$ cat src/rtl/counter_monitor.sv
// Sequence checker for the 4-bit up-counter outputs: locks onto the incrementing
// sequence, then flags mismatches and counts errors and 15->0 wraps.
module counter_monitor #(
    parameter int ERR_W    = 8,
    parameter int WRAP_W   = 8,
    parameter int RELOCK_N = 2
) (
    input  logic              clock,
    input  logic              reset,
    input  logic              bit_1,
    input  logic              bit_2,
    input  logic              bit_3,
    input  logic              bit_4,
    input  logic              sample_en,
    input  logic              clear,
    output logic              locked,
    output logic              mismatch,
    output logic              sticky_error,
    output logic [ERR_W-1:0]  error_count,
    output logic [WRAP_W-1:0] wrap_count,
    output logic [3:0]        last_value
);

    typedef enum logic [1:0] {
        UNLOCKED,
        ACQUIRE,
        LOCKED
    } state_e;

    localparam logic [2:0] RelockC = 3'(RELOCK_N);

    state_e             state_q, state_d;
    logic [2:0]         good_q, good_d;
    logic [3:0]         last_q, last_d;
    logic               locked_q, locked_d;
    logic               mismatch_q, mismatch_d;
    logic               sticky_q, sticky_d;
    logic [ERR_W-1:0]   err_q, err_d;
    logic [WRAP_W-1:0]  wrap_q, wrap_d;

    logic [3:0]         sampled;
    logic [3:0]         expected;

    assign sampled  = {bit_4, bit_3, bit_2, bit_1};
    assign expected = last_q + 4'd1;

    always_ff @(posedge clock) begin
        if (reset) begin
            state_q    <= UNLOCKED;
            good_q     <= 3'd0;
            last_q     <= 4'd0;
            locked_q   <= 1'b0;
            mismatch_q <= 1'b0;
            sticky_q   <= 1'b0;
            err_q      <= '0;
            wrap_q     <= '0;
        end else begin
            state_q    <= state_d;
            good_q     <= good_d;
            last_q     <= last_d;
            locked_q   <= locked_d;
            mismatch_q <= mismatch_d;
            sticky_q   <= sticky_d;
            err_q      <= err_d;
            wrap_q     <= wrap_d;
        end
    end

    always_comb begin
        state_d    = state_q;
        good_d     = good_q;
        last_d     = last_q;
        mismatch_d = 1'b0;
        sticky_d   = sticky_q;
        err_d      = err_q;
        wrap_d     = wrap_q;

        if (sample_en) begin
            last_d = sampled;
            unique case (state_q)
                UNLOCKED: begin
                    good_d  = 3'd0;
                    state_d = ACQUIRE;
                end
                ACQUIRE: begin
                    if (sampled == expected) begin
                        good_d = good_q + 3'd1;
                        if (good_q + 3'd1 == RelockC) begin
                            state_d = LOCKED;
                        end
                    end else begin
                        good_d = 3'd0;
                    end
                end
                LOCKED: begin
                    if (sampled == expected) begin
                        if (last_q == 4'hF && wrap_q != {WRAP_W{1'b1}}) begin
                            wrap_d = wrap_q + 1'b1;
                        end
                    end else begin
                        mismatch_d = 1'b1;
                        sticky_d   = 1'b1;
                        good_d     = 3'd0;
                        state_d    = ACQUIRE;
                        if (err_q != {ERR_W{1'b1}}) begin
                            err_d = err_q + 1'b1;
                        end
                    end
                end
                default: begin
                    state_d = UNLOCKED;
                    good_d  = 3'd0;
                end
            endcase
        end

        // Clear wins over any same-cycle increment or sticky set.
        if (clear) begin
            err_d    = '0;
            wrap_d   = '0;
            sticky_d = 1'b0;
        end

        locked_d = (state_d == LOCKED);
    end

    assign locked       = locked_q;
    assign mismatch     = mismatch_q;
    assign sticky_error = sticky_q;
    assign error_count  = err_q;
    assign wrap_count   = wrap_q;
    assign last_value   = last_q;

endmodule

$ cat config.mk
export PLATFORM = sky130hd
export DESIGN_NAME = counter_monitor
export DESIGN_NICKNAME = d
export VERILOG_FILES = /design/src/rtl/counter_monitor.sv
export SDC_FILE = /design/constraint.sdc
export NUM_CORES = 1
export LEC_CHECK = 0
export ABC_AREA = 1
export CAP_MARGIN = 20
export CORE_MARGIN = 1.5
export CORE_UTILIZATION = 30
export CTS_CLUSTER_SIZE = 40
export DETAILED_ROUTE_END_ITERATION = 7
export PLACE_DENSITY_LB_ADDON = 0.25
export SYNTH_ARGS = -nofsm -noshare
export SYNTH_HDL_FRONTEND = slang
export SYNTH_SLANG_ARGS = --single-unit
$ cat constraint.sdc
create_clock -name clock -period 2.01 [get_ports clock]
set_input_delay 0.402 -clock clock [delete_from_list [all_inputs] [get_ports clock]]
set_output_delay 0.402 -clock clock [all_outputs]
set_load 0.02 [all_outputs]
==> load_flow_metrics.sql <==
INSERT INTO impl_metrics (metric_group, metric, value, unit) VALUES
('status', 'outcome', 'finished, final reports clean', ''),
('placed_design', 'final_hpwl_from_detailed_placement', '2.67', 'mm'),
('synthesis', 'avgSynthCellArea', '6.73', 'µm²'),
('cells_and_area', 'diodes', '0', ''),
('clock_tree', 'clk_transition_reported_paths', '0.10', 'ns'),
('drt', 'dr.first_iter.drc_count', '96', ''),
('clock_tree', 'cts.sink_count', '28', ''),
('timing', 'setup_viol_count_final', '0', ''),
('worst_setup_path', 'path_max_fanout', '7', ''),
('clock_tree', 'ctsLongestPathBuffers', '2', ''),
('timing', 'final_min_period_over_clock_period', '89.3', '%'),
('timing', 'final_period_minus_worst_setup_slack', '1.79', 'ns'),
('die', 'ios', '31', ''),
('synthesis', 'synth_seq_area_share', '35.4', '%'),
('cells_and_area', 'final_cell_count_no_fill', '343', ''),
('grt', 'grt_max_degree', '21', ''),
('drt', 'wl_per_cell', '10.6', 'µm'),
('cells_and_area', 'seq_area', '561', 'µm²'),
('placed_design', 'place.port_buffers', '30', ''),
('hold_path', 'min_from', 'sticky_error', ''),
('drt', 'vias_per_cell', '4.48', ''),
('synthesis', 'yosys_most_used_dff', 'dfxtp_1', ''),
('clock_tree', 'worstSkewPairLatency', '0.27', 'ns'),
('placed_design', 'place.gp.congestion', '0.797', ''),
('power_and_ir_drop', 'power.static_leakage', '0.000890', 'µW'),
('synthesis', 'yosys.cell_count.top_type', 'nand2_1', ''),
('worst_setup_path', 'largest_delay_contributor_family_on_the_critical_path', 'buffers and inverters', ''),
('die', 'num_rows', '26', ''),
('die', 'die_w', '75.6', 'µm'),
('clock_tree', 'cts-hold-fix-buffers', '0', ''),
('synthesis', 'post_synth_inst_count', '235', ''),
('worst_setup_path', 'worst-path-buf-inv', '1', ''),
('drt', 'totalWireLength', '3.63', 'mm'),
('die', 'core', '5110', 'µm²'),
('synthesis', 'synthTopCellsByArea', 'dfxtp_1 35%, nand2_1 16%, inv_1 6.9%', ''),
('placed_design', 'post-place-ws', '0.0331', 'ns'),
('power_and_ir_drop', 'power_density', '518', 'nW/µm²'),
('worst_setup_path', 'path_depth', '1', ''),
('timing', 'finalHoldViolations', '0', ''),
('die', 'die-area', '5720', 'µm²'),
('die', 'starting_density_of_the_core', '31.0', '%'),
('drt', 'vias', '1536', ''),
('timing', 'worstMarginPinSlew', '0.258', 'ns'),
('synthesis', 'synth_top_area_share', '35.4', '%'),
('drt', 'drcViolationCount', '0', ''),
('worst_setup_path', 'worstPathCellList', 'clkdlybuf4s50_1', ''),
('worst_setup_path', 'worst_ep_required_time', '1.61', 'ns'),
('synthesis', 'async_flop_share', '0', '%'),
('worst_setup_path', 'critPathCaptureType', 'primary output', ''),
('worst_setup_path', 'reg2reg_setup_slack', '0.33', 'ns'),
('worst_setup_path', 'worst-endpoint-arrival', '1.39', 'ns'),
('worst_setup_path', 'worstRegToRegCells', '10', ''),
('grt', 'via_count_of_the_first_global_routing_pass', '1408', ''),
('synthesis', 'postSynthRegisterBits', '28', ''),
('cells_and_area', 'multi_input_comb_area', '885', 'µm²'),
('timing', 'final-max-slew-violation-count', '0', ''),
('synthesis', 'synth_commonest_cells', '67 x nand2_1, 29 x inv_1, 28 x dfxtp_1', ''),
('worst_setup_path', 'critical_path.max_stage_delay', '0.65', 'ns'),
('worst_setup_path', 'critPathLaunch', 'error_count[5]', ''),
('worst_setup_path', 'reg2reg_to', 'wrap_count[7]', ''),
('worst_setup_path', 'worstSetupPathType', 'reg2out', ''),
('synthesis', 'yosys_warnings', '0', ''),
('grt', 'grt.overflow.total', '0', ''),
('clock_tree', 'cts_tree', 'done', ''),
('synthesis', 'mappedNetlistArea', '1580', 'µm²'),
('timing', 'achievable-frequency', '557', 'MHz'),
('timing', 'rsz_0062_raised_after_global_routing', 'false', ''),
('synthesis', 'synth_enable_flop_cells', '0', ''),
('timing', 'finalClockSkew', '0.00480', 'ns'),
('worst_setup_path', 'endpoint', 'error_count[5]', ''),
('cells_and_area', 'synth_to_layout_area_growth', '30.3', '%');
-- cell type report --
type,instances,area share (%)
repair buffers,38,17.5
inverters,30,5.46
flip-flops and latches,28,27.2
well taps,70,4.25
multi-input cells,173,42.9
clock buffers,4,2.67
-- metrics by stage --
| step | power [µW] | hold slack [ns] | util (%) | area, µm² |
|---|---|---|---|---|
| after floorplan | 676 | 0.471 | - | 1580 |
| after CTS | 1080 | 0.467 | 40.3 | 2060 |
| after global placement | 728 | 0.449 | 39.3 | 2010 |
| after global routing | 1120 | 0.516 | 40.3 | 2060 |
| final | 1070 | 0.466 | 40.3 | 2060 |
| after detailed placement | 729 | 0.449 | 39.3 | 2010 |
-- kinds of logic after synthesis --
family	synth area share, %
AO/OA/AOI/OAI	7.59
XOR/XNOR	6.09
buffers and inverters	8.62
flip-flops	35.4
adder cells (fa/ha/maj)	3.96
AND/OR/NAND/NOR	38.3
-- sequential cells by signal, summed over array words and instances (netlist names) --
signal / count
good_q: 3
sticky_error: 1
error_count: 8
wrap_count: 8
state_q: 2
last_value: 4
mismatch: 1
locked: 1
-- routing by layer --
layer	GRT usage, %	vias to the layer above	share of wire, %
met2	21.4	24	44
met1	20.3	675	52
met5	0	-	0
met4	4.37	0	1.8
li1	-	831	-
met3	1.98	6	2.3
-- power breakdown --
group          internal (µW)  leakage (µW)  switching, µW  total [µW]
combinational           58.3      0.000634           81.9         140
clock                    175     0.0000288            177         353
sequential               565      0.000227           9.82         575
total                    798      0.000890            269        1070
-- how the worst min path moves through the flow --
stage	depth (start not counted)	slack [ns]	endpoint
6_report	2	0.47	sticky_error
4_1_cts	2	0.47	sticky_error
2_1_floorplan	1	0.47	state_q[0]
5_1_grt	2	0.52	sticky_error
3_5_place_dp	2	0.45	sticky_error
3_3_place_gp	2	0.45	sticky_error
-- layout by cell type (no fill, tap or decap), types with 2 or more instances in the layout --
cell type / count
o21ai_0: 5
a21oi_1: 19
nor3_2: 2
xor2_1: 7
nor2_4: 2
clkdlybuf4s50_1: 30
nor3_1: 3
ha_1: 5
nand2_1: 67
buf_4: 8
nand3_1: 19
inv_1: 29
dfxtp_1: 28
nor2_2: 2
nor2_1: 23
xnor2_1: 4
nand4_1: 13
clkbuf_8: 4
No activity file was read; power rests on OpenSTA's default activity.
==> RTL edit 1 (same flow settings) <==
`WRAP_W`: 8 -> 10.
--- a/src/rtl/counter_monitor.sv
+++ b/src/rtl/counter_monitor.sv
@@ -2,7 +2,7 @@
 // sequence, then flags mismatches and counts errors and 15->0 wraps.
 module counter_monitor #(
     parameter int ERR_W    = 8,
-    parameter int WRAP_W   = 8,
+    parameter int WRAP_W   = 10,
     parameter int RELOCK_N = 2
 ) (
     input  logic              clock,
Ports: changed (resized wrap_count); port bits go from 31 to 33. The function was not compared with the original's and may differ.
==> RTL edit 1 against the original RTL <==
Final area rose by 11%. Sequential cell count increased by 2. First-iteration DRC count fell by 19%. Setup slack got worse by 37 ps. Synthesized area grew 9.2%. Wire length is 10% higher. Non-clock buffer count shrank 2. Total power increased by 43%. Critical path type unchanged. Largest power group is now the clock network.
==> RTL edit 1: results (changes against the original RTL) <==
placed_design:
  post_dp_cell_area_mm2: 0.00215  # +7.0%
  port_buffers: 32  # +6.7%
  globalplace.congestion: 0.781  # -2.0%
  hpwl_mm: 2.90  # +8.4%
synthesis:
  synth_xor_area_frac: 0.0609  # about the same
  synth_common_cells: "67 x nand2_1, 30 x dfxtp_1, 26 x nor2_1"
  synthArstFlopShare: 0  # unchanged
  synthAdderAreaFrac: 0.0362  # -0.00333
  synth_compound_area_frac: 0.0848  # +0.00883
  synth_area_leaders: "dfxtp_1 35%, nand2_1 15%, a21oi_1 6.4%, nand3_1 6.4%, nor2_1 5.7%"
  yosysSeqAreaShare: 0.348  # -0.00660
  synth_nets: 262  # +5.6%
  ys_types: 25  # +19%
global_route:
  grt_pass1_vias: 1490  # +5.8%
  grt_max_degree: 17  # -19%
  grt_usage: 0.135  # -0.00452
  grt_pass1_wl_mm: 6.78  # +8.4%
final_layout:
  drive_gt1_frac: 0.103  # +0.0265
  fillCellCount: 602  # +7.3%
  final_nets: 302  # +5.2%
  largest_reg_flops: 10
  antennaDiodeCount: 0  # unchanged
worst_setup_path:
  r2r_end: "wrap_count[6]$_SDFFE_PP0P_"
  startpoint: "wrap_count[0]$_SDFFE_PP0P_"
  r2r_start: "last_value[0]$_SDFFE_PP0P_"
  critPathMaxStageDelay_ps: 670  # +20 ps
  r2r_slack_ps: 300  # -30 ps
  crit_arrival_ps: 1430  # +40 ps
  reg2regPathDepth: 9  # -1
drt:
  first_iter_violations: 78  # -19%
  first_pass_iters: 4  # unchanged
  routedWlPerCell_um: 11.0  # +4.3%
  num_vias: 1678  # +9.2%
clock_network:
  cts-htree-levels: 2  # +1
  clk_pin_slew_ps: 70  # -30 ps
  clock_latency_ps: 280
  cts_buffers: 5  # +2
pwr:
  leakagePower_nw: 0.912  # +2.5%
  p_int_mw: 1.19  # +49%
  ir_drop_mv: 0.405  # +65%
run_status:
  status: "complete, no violations"
worst_hold_path:
  worstHoldStart: "sticky_error$_SDFFE_PP0P_"
  whs_endpoint: "sticky_error$_SDFFE_PP0P_"
sta:
  tightest_slew_ps: 609  # +351 ps
  fin_skew_ps: 9.93  # +5.13 ps
## RTL edit 1: per-layer routing
metal | GRT usage | up-vias | wire length [µm] | share of wire
met1 | 0.175 | 765 | 1980 | 0.50
met2 | 0.224 | 26 | 1810 | 0.45
li1 | - | 883 | - | -
met4 | 0.0333 | 0 | 30 | 0.0075
met5 | 0 | - | 0 | 0
met3 | 0.0356 | 4 | 168 | 0.042
## RTL edit 1: power groups by stage
| stage | Combinational (mW) | Clock [mW] | Sequential, mW |
|---|---|---|---|
| after floorplan | 0.0840 | 0 | 0.633 |
| after global placement | 0.133 | 0 | 0.629 |
| after detailed placement | 0.134 | 0 | 0.629 |
| after CTS | 0.135 | 0.784 | 0.616 |
| after global routing | 0.148 | 0.814 | 0.617 |
| final | 0.134 | 0.773 | 0.616 |
## RTL edit 1: how the worst max path moves through the flow
| stage | cells past startpoint | endpoint |
|---|---|---|
| 2_1_floorplan | 9 | wrap_count[2]$_SDFFE_PP0P_ |
| 3_3_place_gp | 10 | good_q[1]$_SDFFE_PP0P_ |
| 3_5_place_dp | 10 | wrap_count[4]$_SDFFE_PP0P_ |
| 4_1_cts | 1 | wrap_count[0] |
| 5_1_grt | 9 | wrap_count[1]$_SDFFE_PP0P_ |
| 6_report | 1 | wrap_count[0] |
## RTL edit 1: logic make-up after synthesis
| logic type | count (synthesis) |
|---|---|
| AO/OA/AOI/OAI | 28 |
| adder cells (fa/ha/maj) | 5 |
| XOR/XNOR | 12 |
| flip-flops | 30 |
| AND/OR/NAND/NOR | 143 |
| buffers and inverters | 31 |
## RTL edit 1: tightest hold or removal path: cells and delay by family (launching register included)
kind             cells  cell delay (ps)
AND/OR/NAND/NOR      1               70
AO/OA/AOI/OAI        1               50
flip-flops           1              340
## RTL edit 1: per-stage QoR
stage / std cells / hold WS, ps / total power [mW] / setup WS [ps] / util
4_1_cts: 362 / 496 / 1.53 / 166 / 0.413
5_1_grt: 362 / 534 / 1.58 / 141 / 0.413
2_1_floorplan: 249 / 471 / 0.717 / 363 / -
3_3_place_gp: 354 / 485 / 0.762 / 101 / 0.388
6_report: 362 / 491 / 1.52 / 179 / 0.413
3_5_place_dp: 354 / 483 / 0.764 / 57.4 / 0.388
## RTL edit 1: cell type report
cell class	instances	area share
inverter	28	0.0459
clock buffer	6	0.0361
multi-input combinational	188	0.437
sequential	30	0.262
clock inverter	2	0.0262
timing repair buffer	36	0.153
tap	72	0.0393
==> RTL edit 2 (same settings) <==
Made on the original files. Encoding of `state_e`: now one-hot (3 bits for 3 states).
--- a/src/rtl/counter_monitor.sv
+++ b/src/rtl/counter_monitor.sv
@@ -21,10 +21,10 @@
     output logic [3:0]        last_value
 );
 
-    typedef enum logic [1:0] {
-        UNLOCKED,
-        ACQUIRE,
-        LOCKED
+    typedef enum logic [2:0] {
+        UNLOCKED = 3'b001,
+        ACQUIRE  = 3'b010,
+        LOCKED   = 3'b100
     } state_e;
 
     localparam logic [2:0] RelockC = 3'(RELOCK_N);
Function: same outputs for any inputs over 10 cycles, from zero or initial values and one cycle with reset high; not proved beyond that.
==> RTL edit 2 against the original RTL <==
Total power rose by 29%. Non-clock buffer count fell by 1. Synthesized area rose by 6.8%. Maximum frequency rose by 1.7%. Setup slack improved by 31 ps. Sequential cell count rose by 1. Wire length rose by 4.7%. Clock power rose by 77%. Sequential share of layout area fell by 1.1 points. Final cell count rose by 6.4%. Final area rose by 7.9%. Sequential power rose by 3.7%. Combinational power rose by 9%. Highest routed layer unchanged.
==> RTL edit 2: results (changes against the original RTL) <==
drt:
  first_pass_iters: 4  # unchanged
  num_vias: 1663  # +8.3%
  drt_wl_total_mm: 3.80  # +4.7%
  vias_per_cell: 4.56  # +1.7%
  first_iter_violations: 56  # -42%
worst_hold_path:
  hold_class: "flip-flop to flip-flop"
final_layout:
  final_nets: 305  # +6.3%
  drive_gt1_frac: 0.106  # +0.0289
  fillCellCount: 597  # +6.4%
global_route:
  grt_max_degree: 22  # +4.8%
  grt_pass1_vias: 1459  # +3.6%
  grt_pass1_wl_mm: 6.53  # +4.5%
  grt_usage: 0.134  # -0.00576
synthesis:
  synthAdderAreaFrac: 0.0370  # -0.00252
  synth_common_cells: "67 x nand2_1, 36 x inv_1, 29 x dfxtp_1"
  netlist_instances: 253  # +7.7%
  synth_xor_area_frac: 0.0415  # -0.0194
  synthMuxAreaShare: 0  # unchanged
  ys_types: 23  # +9.5%
  synth_compound_area_frac: 0.0933  # +0.0174
  synth_nets: 266  # +7.3%
  synth_area_leaders: "dfxtp_1 34%, nand2_1 15%, inv_1 8.0%, a21oi_1 6.5%, nand4_1 6.3%"
  yosysSeqAreaShare: 0.344  # -0.0107
sta:
  fin_skew_ps: 6.13  # +1.33 ps
  tightest_slew_ps: 498  # +240 ps
placed_design:
  globalplace.congestion: 0.758  # -4.8%
  dp.cells: 357  # +5.3%
  hpwl_mm: 2.80  # +4.8%
  post_dp_cell_area_mm2: 0.00210  # +4.8%
worst_setup_path:
  critPathMaxFanout: 5  # -2
  crit_arrival_ps: 1360  # -30 ps
clock_network:
  cts_buffers: 5  # +2
  cts-htree-levels: 2  # +1
  clk_pin_slew_ps: 60  # -40 ps
  cts_buffer_depth: 2  # unchanged
pwr:
  swShare: 0.234  # -0.0180
  leakagePower_nw: 0.923  # +3.7%
  ir_drop_mv: 0.273  # +11%
run_status:
  status: "complete, no violations"
-- RTL edit 2: cell types whose count changed after synthesis, moves of 4 or more --
cell / unedited run / this run
nand4_1: 13 / 17
xnor2_1: 4 / 0
nand3_1: 19 / 13
inv_1: 29 / 36
-- RTL edit 2: power by group through the flow --
stage	sequential [mW]	combinational, mW	clock [mW]
CTS	0.596	0.154	0.643
global placement	0.609	0.154	0
finish	0.596	0.153	0.624
floorplan	0.615	0.0938	0
global route	0.597	0.173	0.675
detailed placement	0.609	0.153	0
-- RTL edit 2: final cells by class --
type	count	area [µm²]	share of cell area
sequential	29	581	0.261
timing repair buffer	37	353	0.159
clock inverter	1	30.0	0.0135
clock buffer	7	86.3	0.0388
inverter	39	146	0.0658
multi-input combinational	180	937	0.421
tap	72	90.1	0.0405
-- RTL edit 2: layer usage --
metal | part of all wire | vias to the layer above | GRT usage
li1 | - | 895 | -
met1 | 0.54 | 736 | 0.184
met2 | 0.42 | 27 | 0.202
met3 | 0.034 | 5 | 0.0349
met4 | 0.012 | 0 | 0.0482
met5 | 0 | - | 0
-- RTL edit 2: worst paths after layout --
check / start / endpoint / slack, ps / cells past startpoint
worst max-delay path: wrap_count[4]$_SDFFE_PP0P_ / wrap_count[4] / 250 / 1
worst min register to register: sticky_error$_SDFFE_PP0P_ / sticky_error$_SDFFE_PP0P_ / 460 / 2
worst max register to register: last_value[1]$_SDFFE_PP0P_ / wrap_count[0]$_SDFFE_PP0P_ / 280 / 8
worst min-delay path: sticky_error$_SDFFE_PP0P_ / sticky_error$_SDFFE_PP0P_ / 460 / 2
-- RTL edit 2: repair_timing --
action                                  CTS  global route
resized for setup                         0             1
hold buffers                              0             0
endpoints found under the setup margin    0             5
-- RTL edit 2: cell families (layout without fill, tap and decap cells) --
family / count (synthesis) / after routing
compound gates: 31 / 31
flops: 29 / 29
simple gates: 136 / 136
xor+xnor: 8 / 8
fa+ha+maj: 5 / 5
buf+inv: 44 / 84
-- RTL edit 2: stage by stage --
step | utilization | setup WS, ps
2_1_floorplan | - | 359
3_3_place_gp | 0.384 | 60.9
3_5_place_dp | 0.384 | 65.8
4_1_cts | 0.405 | 191
5_1_grt | 0.406 | 104
6_report | 0.406 | 246
